## src/rtl/pc_core_pkg.sv

```systemverilog
// Shared definitions for param_pc_core: opcodes, FSM states and instruction-field helpers.
package pc_core_pkg;

    localparam logic [3:0] OpHalt = 4'h0;
    localparam logic [3:0] OpAdd  = 4'h1;
    localparam logic [3:0] OpSub  = 4'h2;
    localparam logic [3:0] OpXchg = 4'h3;
    localparam logic [3:0] OpRcl  = 4'h4;
    localparam logic [3:0] OpShr  = 4'h5;
    localparam logic [3:0] OpMov  = 4'h6;
    localparam logic [3:0] OpXor  = 4'h7;
    localparam logic [3:0] OpAnd  = 4'h8;
    localparam logic [3:0] OpOr   = 4'h9;
    localparam logic [3:0] OpOut  = 4'hA;
    localparam logic [3:0] OpJz   = 4'hB;
    localparam logic [3:0] OpPush = 4'hC;
    localparam logic [3:0] OpPop  = 4'hD;
    localparam logic [3:0] OpCall = 4'hE;
    localparam logic [3:0] OpRet  = 4'hF;

    typedef enum logic [1:0] {StIdle, StFetch, StExec, StHalt} state_e;

    // Instruction word is {opcode[3:0], operand[aw-1:0]}, passed zero-extended to 32 bits.
    function automatic logic [3:0] ir_opcode(input logic [31:0] ir, input int unsigned aw);
        return 4'(ir >> aw);
    endfunction

    function automatic logic [31:0] ir_operand(input logic [31:0] ir, input int unsigned aw);
        return ir & ((32'd1 << aw) - 32'd1);
    endfunction

endpackage

```

## src/rtl/pc_core_stack.sv

```systemverilog
// Synchronous LIFO of SD entries, DW bits wide; top of stack is read combinationally.
module pc_core_stack
    import pc_core_pkg::*;
#(
    parameter int unsigned DW = 8,
    parameter int unsigned SD = 4,
    localparam int unsigned CW = $clog2(SD + 1)
) (
    input  logic          clk,
    input  logic          rst,
    input  logic          push,
    input  logic          pop,
    input  logic [DW-1:0] wdata,
    output logic [DW-1:0] rdata,
    output logic          full,
    output logic          empty,
    output logic [CW-1:0] count
);
    localparam int unsigned IW = (SD > 1) ? $clog2(SD) : 1;

    logic [DW-1:0] mem [SD];
    logic [CW-1:0] cnt;

    assign count = cnt;
    assign full  = (cnt == CW'(SD));
    assign empty = (cnt == '0);
    assign rdata = empty ? '0 : mem[IW'(cnt - CW'(1))];

    always_ff @(posedge clk) begin
        if (rst) begin
            cnt <= '0;
        end else if (push && !full) begin
            cnt <= cnt + CW'(1);
        end else if (pop && !empty) begin
            cnt <= cnt - CW'(1);
        end
    end

    always_ff @(posedge clk) begin
        if (!rst && push && !full) begin
            mem[IW'(cnt)] <= wdata;
        end
    end

endmodule

```

## src/rtl/param_pc_core.sv

```systemverilog
// Two-cycle (FETCH/EXEC) accumulator core with loadable program RAM, data RAM and a bounded
// call/data stack; stack overflow or underflow halts the core with a sticky error.
module param_pc_core
    import pc_core_pkg::*;
#(
    parameter int unsigned DW = 8,
    parameter int unsigned AW = 4,
    parameter int unsigned SD = 4,
    localparam int unsigned SPW = $clog2(SD + 1),
    localparam int unsigned IRW = 4 + AW
) (
    input  logic           clk,
    input  logic           rst,
    input  logic           start,
    input  logic [DW-1:0]  in_a,
    input  logic [DW-1:0]  in_b,
    input  logic           prog_we,
    input  logic [AW-1:0]  prog_addr,
    input  logic [IRW-1:0] prog_data,
    output logic [DW-1:0]  a_out,
    output logic [DW-1:0]  b_out,
    output logic           carry_flag,
    output logic           zero_flag,
    output logic [AW-1:0]  pc,
    output logic [SPW-1:0] sp,
    output logic [DW-1:0]  out_port,
    output logic           out_valid,
    output logic           halted,
    output logic           stack_err
);
    if (DW < AW) begin : gen_bad_width
        $error("param_pc_core: DW must be at least AW");
    end

    logic [IRW-1:0] pmem [2**AW];
    logic [DW-1:0]  dmem [2**AW];

    state_e         state;
    logic [IRW-1:0] ir;
    logic [3:0]     opcode;
    logic [AW-1:0]  operand;
    logic           exec, stopped, start_ok;
    logic           is_push, is_pop, st_err, st_push, st_pop, st_full, st_empty;
    logic [DW-1:0]  st_top, st_wdata, dmem_rd, diff;
    logic [DW:0]    sum, rcl;

    assign opcode   = ir_opcode(32'(ir), AW);
    assign operand  = AW'(ir_operand(32'(ir), AW));
    assign exec     = (state == StExec);
    assign stopped  = (state == StIdle) || (state == StHalt);
    assign start_ok = start && stopped;

    assign is_push  = (opcode == OpPush) || (opcode == OpCall);
    assign is_pop   = (opcode == OpPop) || (opcode == OpRet);
    assign st_err   = exec && ((is_push && st_full) || (is_pop && st_empty));
    assign st_push  = exec && is_push && !st_full;
    assign st_pop   = exec && is_pop && !st_empty;
    // pc already points past the CALL, so it is the return address.
    assign st_wdata = (opcode == OpCall) ? DW'(pc) : b_out;

    assign dmem_rd  = dmem[operand];
    assign sum      = {1'b0, a_out} + {1'b0, b_out};
    assign diff     = a_out - b_out;
    assign rcl      = {b_out, carry_flag};

    pc_core_stack #(
        .DW(DW),
        .SD(SD)
    ) u_stack (
        .clk  (clk),
        .rst  (rst || start_ok),
        .push (st_push),
        .pop  (st_pop),
        .wdata(st_wdata),
        .rdata(st_top),
        .full (st_full),
        .empty(st_empty),
        .count(sp)
    );

    always_ff @(posedge clk) begin
        if (prog_we && stopped) begin
            pmem[prog_addr] <= prog_data;
        end
        if (!rst && exec && opcode == OpMov) begin
            dmem[operand] <= a_out;
        end
    end

    always_ff @(posedge clk) begin
        if (rst) begin
            state      <= StIdle;
            ir         <= '0;
            pc         <= '0;
            a_out      <= '0;
            b_out      <= '0;
            carry_flag <= 1'b0;
            zero_flag  <= 1'b0;
            out_port   <= '0;
            out_valid  <= 1'b0;
            halted     <= 1'b0;
            stack_err  <= 1'b0;
        end else begin
            out_valid <= 1'b0;
            unique case (state)
                StIdle, StHalt: begin
                    if (start) begin
                        state      <= StFetch;
                        halted     <= 1'b0;
                        pc         <= '0;
                        a_out      <= in_a;
                        b_out      <= in_b;
                        carry_flag <= 1'b0;
                        zero_flag  <= 1'b0;
                        stack_err  <= 1'b0;
                    end
                end
                StFetch: begin
                    ir    <= pmem[pc];
                    pc    <= pc + AW'(1);
                    state <= StExec;
                end
                StExec: begin
                    state <= StFetch;
                    if (st_err) begin
                        stack_err <= 1'b1;
                        halted    <= 1'b1;
                        state     <= StHalt;
                    end else begin
                        case (opcode)
                            OpHalt: begin
                                halted <= 1'b1;
                                state  <= StHalt;
                            end
                            OpAdd: begin
                                {carry_flag, a_out} <= sum;
                                zero_flag <= (sum[DW-1:0] == '0);
                            end
                            OpSub: begin
                                a_out      <= diff;
                                carry_flag <= (a_out < b_out);
                                zero_flag  <= (diff == '0);
                            end
                            OpXchg: begin
                                a_out <= b_out;
                                b_out <= a_out;
                            end
                            OpRcl: begin
                                {carry_flag, b_out} <= rcl;
                                zero_flag <= (rcl[DW-1:0] == '0);
                            end
                            OpShr: begin
                                carry_flag <= a_out[0];
                                a_out      <= a_out >> 1;
                                zero_flag  <= ((a_out >> 1) == '0);
                            end
                            OpXor: begin
                                a_out     <= a_out ^ dmem_rd;
                                zero_flag <= ((a_out ^ dmem_rd) == '0);
                            end
                            OpAnd: begin
                                a_out     <= a_out & b_out;
                                zero_flag <= ((a_out & b_out) == '0);
                            end
                            OpOr: begin
                                b_out     <= b_out | dmem_rd;
                                zero_flag <= ((b_out | dmem_rd) == '0);
                            end
                            OpOut: begin
                                out_port  <= a_out;
                                out_valid <= 1'b1;
                            end
                            OpJz: begin
                                if (zero_flag) begin
                                    pc <= operand;
                                end
                            end
                            OpPop:  b_out <= st_top;
                            OpCall: pc <= operand;
                            OpRet:  pc <= st_top[AW-1:0];
                            default: ;
                        endcase
                    end
                end
                default: state <= StIdle;
            endcase
        end
    end

endmodule

```

## config.mk

```make
export PLATFORM = sky130hd
export DESIGN_NAME = param_pc_core
export DESIGN_NICKNAME = d
export VERILOG_FILES = /design/src/rtl/pc_core_pkg.sv /design/src/rtl/pc_core_stack.sv /design/src/rtl/param_pc_core.sv
export SDC_FILE = /design/constraint.sdc
export NUM_CORES = 1
export LEC_CHECK = 0
export CORE_MARGIN = 4
export CORE_UTILIZATION = 45
export CTS_BUF_LIST = sky130_fd_sc_hd__clkbuf_16
export CTS_CLUSTER_DIAMETER = 60
export DETAILED_ROUTE_END_ITERATION = 12
export PLACE_DENSITY_LB_ADDON = 0.25
export SETUP_SLACK_MARGIN = 0.4
export SYNTH_ARGS = -nofsm -noshare
export SYNTH_HDL_FRONTEND = slang
export SYNTH_HIERARCHICAL = 1
export SYNTH_SLANG_ARGS = --single-unit
```

## constraint.sdc

```tcl
create_clock -name clk -period 3.1 [get_ports clk]
set_clock_uncertainty 0.2 [all_clocks]
set_input_delay 0.93 -clock clk [delete_from_list [all_inputs] [get_ports clk]]
set_output_delay 0.93 -clock clk [all_outputs]
set_load 0.05 [all_outputs]
```

# After elaboration in Yosys (flattened, before gate mapping)
# Memories as Yosys holds them, arrays and structs flattened. A register that Yosys moved wholly into a read port is not among the register bits.
# Cells that the tools add are included.
word_totals:
  mem_bits_ro: 0
  latch_bits: 0
  output_inout_bits: 36
  ff_bits: 38
  ram_bits: 288
  mem_count: 3
  word_cells: 140
  input_bits: 32
memory_table:
  columns: ["name", "words", "width", "read_ports", "rd_clocked_by_memory_dff", "write_ports", "line", "text"]
  rows:
  - ["dmem", 16, 8, 1, 0, 1, "param_pc_core.sv:36", "logic [DW-1:0] dmem [2**AW];"]
  - ["pmem", 16, 8, 1, 1, 1, "param_pc_core.sv:35", "logic [IRW-1:0] pmem [2**AW];"]
  - ["u_stack.mem", 4, 8, 1, 0, 1, "pc_core_stack.sv:21", "logic [DW-1:0] mem [SD];"]
op_classes:
  muxes: 40
  div_mod_pow: 0
  shift: 0
  n_reduce_logical: 46
  n_eq_ne: 29
  n_bitwise: 5
  addsub: 5
  mul: 0
  magnitude_cmp: 1
ops:
  columns: ["op", "count"]
  rows:
  - ["logical NOT 8 bit", 7]
  - ["2-to-1 mux 8 bit", 6]
  - ["case mux 8 bit (6 select lines)", 1]
  - ["equality test 4 bit, second input constant", 8]
  - ["case mux 8 bit (2 select lines)", 2]
  - ["case mux 8 bit (4 select lines)", 1]
  - ["case mux 4 bit (3 select lines)", 2]
  - ["AND reduction 4 bit", 5]
  - ["equality test 4 x 3 -> 1 bit, second input constant", 4]
  - ["logical AND 1 bit", 15]
  - ["2-to-1 mux 1 bit", 13]
  - ["2-to-1 mux 4 bit", 3]
  - ["!= test 5 x 1 -> 1 bit, second input constant", 2]
  - ["adder 8 x 8 -> 9 bit", 1]
  - ["AND reduction 3 bit", 3]
  - ["bitwise AND 8 bit", 1]
  - ["equality test 4 x 2 -> 1 bit, second input constant", 2]
  - ["less-than comparator 8 bit", 1]
  - ["!= test 8 x 1 -> 1 bit, second input constant", 1]
  - ["bitwise OR 8 bit", 1]
  - ["case mux 1 bit (2 select lines)", 4]
  - ["subtractor 8 bit", 1]
  - ["XOR 8 bit", 1]
  - ["!= test 7 x 1 -> 1 bit, second input constant", 1]
  - ["26 further kinds", 40]

# Depth between registers and ports, before layout
depth:
  word_depth: 9
  mapped_depth: 12
  ltp_nobuf: 10

# Modules after synthesis
# Netlist, hierarchy kept.
modules_own_cells:
  columns: ["mod", "seq_area_each_um2", "area_per_inst_um2", "cells_each", "instances"]
  rows:
  - ["param_pc_core", 8548.2, 13942.1, 959, 1]
  - ["pc_core_stack", 1021.0, 1492.7, 83, 1]

# Worst setup path before layout
# OpenSTA, ideal clock, no wires.
synth_path:
  kind: "flip-flop to flip-flop"
  from: "register a_out[1]"
  to: "register zero_flag"
  setup_ps: 58
  setup_slack_ps: -198
  path_stages_with_launch: 10
  n_path_buf: 0
  arrival_time_ps: 3040
  required_time_ps: 2842
  synth_period_minus_slack_ps: 3298
  path_cell_list: "dfxtp_1 > inv_1 > fa_1 > or2_1 > a221o_1 > a21oi_1 > nor2_1 > xor2_1 > o41ai_1 > o21a_1"
synth_between:
  elab_chain_cells: 5
  word_cells_on_any_way: 12
  classes_between: "add/sub (2); mux (3); bitwise (2); reduce/logical (5)"
synth_rtl:
  columns: ["element", "line", "text"]
  rows:
  - ["start, declared", "param_pc_core.sv:20", "output logic [DW-1:0] a_out,"]
  - ["start signal, assigned", "param_pc_core.sv:111", "a_out <= in_a;"]
  - ["start signal, assigned", "param_pc_core.sv:136", "{carry_flag, a_out} <= sum;"]
  - ["start signal, assigned", "param_pc_core.sv:140", "a_out <= diff;"]
  - ["subtractor 8 bit, or another cell as far along", "param_pc_core.sv:63", "assign diff = a_out - b_out;"]
  - ["logical NOT 8 bit, on equally long branches", null, null]
  - ["case mux 1 bit (7 select lines) (*)", "param_pc_core.sv:130", "case (opcode)"]
  - ["2-to-1 mux 1 bit (*)", "param_pc_core.sv:125", "if (st_err) begin"]
  - ["case mux 1 bit (2 select lines) (*)", "param_pc_core.sv:105", "unique case (state)"]
  - ["end signal, assigned", "param_pc_core.sv:137", "zero_flag <= (sum[DW-1:0] == '0);"]
  - ["end signal, assigned", "param_pc_core.sv:142", "zero_flag <= (diff == '0);"]
  - ["end signal, assigned", "param_pc_core.sv:150", "zero_flag <= (rcl[DW-1:0] == '0);"]
  - ["end, declared", "param_pc_core.sv:23", "output logic zero_flag,"]
# Every way passes the cells marked *; elsewhere a longest branch is shown, timed or not. The select of a mux whose other input is x is not followed.
# A chain may end at the register's enable or synchronous reset.

# Worst setup path after layout
layout_path:
  from: "register b_out[0]"
  to: "register zero_flag"
layout_between:
  elab_chain_cells: 5
  word_cells_on_any_way: 12
  classes_between: "add/sub (2); mux (3); bitwise (2); reduce/logical (5)"
layout_rtl:
  columns: ["element", "line", "text"]
  rows:
  - ["start, declared", "param_pc_core.sv:21", "output logic [DW-1:0] b_out,"]
  - ["start signal, assigned", "param_pc_core.sv:112", "b_out <= in_b;"]
  - ["start signal, assigned", "param_pc_core.sv:146", "b_out <= a_out;"]
  - ["start signal, assigned", "param_pc_core.sv:149", "{carry_flag, b_out} <= rcl;"]
  - ["subtractor 8 bit, or another cell as far along", "param_pc_core.sv:63", null]
  - ["logical NOT 8 bit, on equally long branches", null, null]
  - ["case mux 1 bit (7 select lines) (*)", "param_pc_core.sv:130", null]
  - ["2-to-1 mux 1 bit (*)", "param_pc_core.sv:125", null]
  - ["case mux 1 bit (2 select lines) (*)", "param_pc_core.sv:105", null]
# Marks and branches as above.

==> flow_summary.yaml <==
placement:
  place_inst: 1599
  dpl.hpwl_um: 26860
  io_buffers: 67
  post-place-ws_ns: 0.0002314
  gp_congestion: 0.9593
timing:
  slew_headroom_pct: 54.71
  timing.final.ws_setup_ns: 0.3636
  rsz0062_at_grt: "true"
  setup_violations: 0
  finalHoldViolations: 0
  worst-slew-pin-transition_ns: 0.6769
  max_freq_ghz: 0.3654
  drv_slew: 0
  period_share_pct: 88.27
  min_period_ns: 2.736
  fin_setup_tns_ns: 0
yosys:
  avgSynthCellArea_um2: 14.81
  yosys_warnings: 6
  synth_cells: 1042
  synth-edff-count: 288
  ys.flop_type: "edfxtp_1"
  synth.distinct_cells: 69
  ys_seq_area_share_pct: 62.00
  syn_nets: 1102
  ys_seq_elements: 334
  async_flop_share_pct: 0
  syn_area_um2: 15430
cells_and_area:
  drive_above_1_share_pct: 25.51
  num_antenna_cells: 0
  syn_to_final_growth_pct: 20.88
  nNetsFinal: 1263
  instances_no_fill: 1679
drt:
  drt_iter0_markers: 843
  drc_errors: 0
  wl_um: 39460
  vias: 9791
  ant_nets: 0
  wl_per_cell_um: 23.50
  avgViaCountPerCell: 5.831
  dr.pass1.iters: 5
run:
  max_cap_violations: 0
worst_setup_path:
  crit_path_start_kind: "flop"
  crit_slowest_cell: "dfxtp_4"
  crit_start: "b_out[0]"
  r2r-start: "b_out[0]"
  r2r-end: "zero_flag"
  cpPeakStageDelay_ns: 0.38
  crit_fanout: 4
  crit_arrival_ns: 2.99
  ff2ff_path_depth: 10
  cp.required_ns: 3.36
  worst-setup-path-type: "reg2reg"
  rrSetupSlack_ns: 0.36
  crit_path_end_kind: "flop"
  path_cells: "ha_4 > inv_1 > fa_2 > or2_1 > a221o_1 > a21oi_2 > nor2_1 > xor2_1 > o41ai_2 > o21a_1"
grt:
  grt_max_degree: 45
  grt_use_total_pct: 20.41
  gr-total-overflow: 0
  grt_pass1_wl_um: 59530
  antenna_found_initial: 0
  first_global_vias: 9720
clocking:
  numCtsBuffers: 37
  cts_tree: "yes"
  path_clk_slew_ns: 0.06
  clockRootBuffer: "clkbuf_16"
  clock_sinks: 334
  clock_latency_ns: 0.52
  cts_buffer_depth: 3
  h-tree-depth: 2
hold_path:
  hold_end: "out_port[2]"
  hold_path_depth: 2
  hold_path_class: "reg2reg"
  hold_start: "out_port[2]"
floorplanning:
  row_count: 67
  die_h_um: 193.2
  boundaryPins: 68
  core_area_um2: 33700
  die-area_um2: 37330
  start_util_pct: 45.80
  die_w_um: 193.2
pwr:
  p_leak_nw: 6.353
  powerDensity_nw_per_um2: 592.3
  ir_worst_vdd_v: 0.0004886
run_status:
  outcome: "complete, no violations"
## how the worst max path moves through the flow
| stage | endpoint | slack (ns) | cells past startpoint |
|---|---|---|---|
| after global placement | zero_flag | 0.09 | 7 |
| after global routing | zero_flag | 0.29 | 11 |
| final | zero_flag | 0.36 | 10 |
| after CTS | a_out[2] | 0.20 | 2 |
| after detailed placement | zero_flag | 0.0002 | 7 |
| after floorplan | zero_flag | 0.34 | 10 |
## power by group
part	leakage, nW	internal [mW]	switching (mW)
Sequential	3.01	5.01	0.0940
Clock	0.588	2.23	1.75
Combinational	2.76	0.796	1.16
Total	6.35	8.04	3.01
## metal layers
layer / vias to the layer above / global-route usage, % / wire [um]
met1: 4981 / 28.57 / 16950
met2: 308 / 33.35 / 19400
met5: - / 0 / 0
li1: 4432 / - / -
met4: 0 / 6.347 / 1152
met3: 70 / 3.096 / 1965
## cells in the mapped netlist, types with 4 or more instances
master | instances | area, um2
mux4_2 | 58 | 1306
nand3_1 | 14 | 70.07
a2bb2oi_1 | 7 | 61.31
a21oi_1 | 51 | 255.2
a221oi_1 | 4 | 35.03
buf_6 | 8 | 90.09
a311oi_1 | 4 | 35.03
o21ai_0 | 27 | 135.1
mux2i_1 | 42 | 420.4
nand2_1 | 57 | 214.0
nor3_1 | 16 | 80.08
or3_1 | 7 | 43.79
nand4_1 | 6 | 37.54
nor2_1 | 89 | 334.1
o31a_1 | 5 | 43.79
nand2b_1 | 15 | 93.84
xnor2_1 | 16 | 140.1
o211ai_1 | 10 | 75.07
nor3b_1 | 4 | 30.03
nor2b_1 | 19 | 118.9
a211oi_1 | 15 | 112.6
mux2_2 | 8 | 90.09
buf_2 | 19 | 95.09
ha_1 | 26 | 325.3
o22ai_1 | 8 | 50.05
o311ai_0 | 4 | 35.03
and2_1 | 6 | 37.54
clkbuf_1 | 26 | 97.59
and3b_1 | 4 | 35.03
inv_1 | 25 | 93.84
edfxtp_1 | 288 | 8648
o21a_1 | 6 | 45.04
mux4_1 | 21 | 551.8
nor4_1 | 9 | 56.30
a22oi_1 | 5 | 37.54
a211o_1 | 5 | 43.79
a31oi_1 | 10 | 62.56
dfxtp_1 | 46 | 920.9
## through the flow
step | utilization [%] | instance area [um2] | hold WS [ns] | power, mW
after CTS | 54.54 | 18380 | 0.2545 | 11.00
final | 55.36 | 18660 | 0.2517 | 11.05
after global placement | 50.97 | 17180 | 0.2432 | 6.977
after floorplan | - | 15480 | 0.2806 | 6.296
after global routing | 55.36 | 18660 | 0.2761 | 11.45
after detailed placement | 50.97 | 17180 | 0.2490 | 6.978
## sequential cells by signal, summed over array words and instances (netlist names)
register,count
carry_flag,1
pmem,128
ir,8
u_stack/count,3
out_valid,1
out_port,8
zero_flag,1
dmem,128
state,2
b_out,8
halted,1
a_out,8
pc,4
u_stack/mem,32
stack_err,1
## critical path: cells and delay by family, from the launching register on
| family | cells | cell delay, ns |
|---|---|---|
| adder cells (fa/ha/maj) | 2 | 0.51 |
| buffers and inverters | 1 | 0.07 |
| AO/OA/AOI/OAI | 4 | 1.01 |
| AND/OR/NAND/NOR | 2 | 0.31 |
| XOR/XNOR | 1 | 0.19 |
| flip-flops | 1 | 0.38 |
## placed cells by master, fill, tap and decap left out, drive strengths merged, types with 5 or more instances in the layout
master | Yosys | final
o22ai | 8 | 8
nand2 | 57 | 57
clkdlybuf4s50 | 0 | 30
a211o | 5 | 5
nor2 | 89 | 89
a31oi | 10 | 10
a2bb2oi | 7 | 7
a21oi | 51 | 51
a211oi | 15 | 15
nand4 | 6 | 6
dlygate4sd2 | 0 | 19
o31a | 5 | 5
a22oi | 5 | 5
or3 | 7 | 7
buf | 35 | 124
o21a | 6 | 6
xnor2 | 16 | 16
nor3 | 16 | 16
dfxtp | 46 | 46
nand2b | 15 | 15
clkbuf | 27 | 44
nand3 | 14 | 14
clkinv | 1 | 13
o21ai | 29 | 29
mux2 | 8 | 8
nor2b | 19 | 19
o211ai | 10 | 10
and2 | 6 | 6
mux2i | 43 | 43
mux4 | 79 | 79
inv | 25 | 41
ha | 26 | 26
edfxtp | 288 | 288
nor4 | 9 | 9
## timing repair
action | in CTS | in global routing
endpoints found under the setup margin | 40 | 53
hold buffers | 0 | 0
gates cloned | 1 | 2
setup buffers | 1 | 9
pin swaps | 3 | 12
resized for setup | 67 | 46
## area by class of cell
| cell class | count | area, um2 |
|---|---|---|
| Fill cell | 2735 | 15040 |
| Sequential cell | 334 | 9608 |
| Multi-Input combinational cell | 620 | 5637 |
| Timing Repair Buffer | 184 | 1654 |
| Clock buffer | 38 | 950.9 |
| Tap cell | 448 | 560.5 |
| Clock inverter | 29 | 150.1 |
| Inverter | 26 | 97.59 |
## kinds of logic after synthesis
| family | synth area share (%) |
|---|---|
| AOI/OAI and AO/OA | 7.920 |
| xor gates and xnor gates | 1.078 |
| adders and majority gates | 2.367 |
| buffers and inverters | 3.032 |
| DFF | 62.00 |
| muxes | 15.43 |
| and+or+nand+nor | 8.171 |
(Power assumes the default switching activity.)
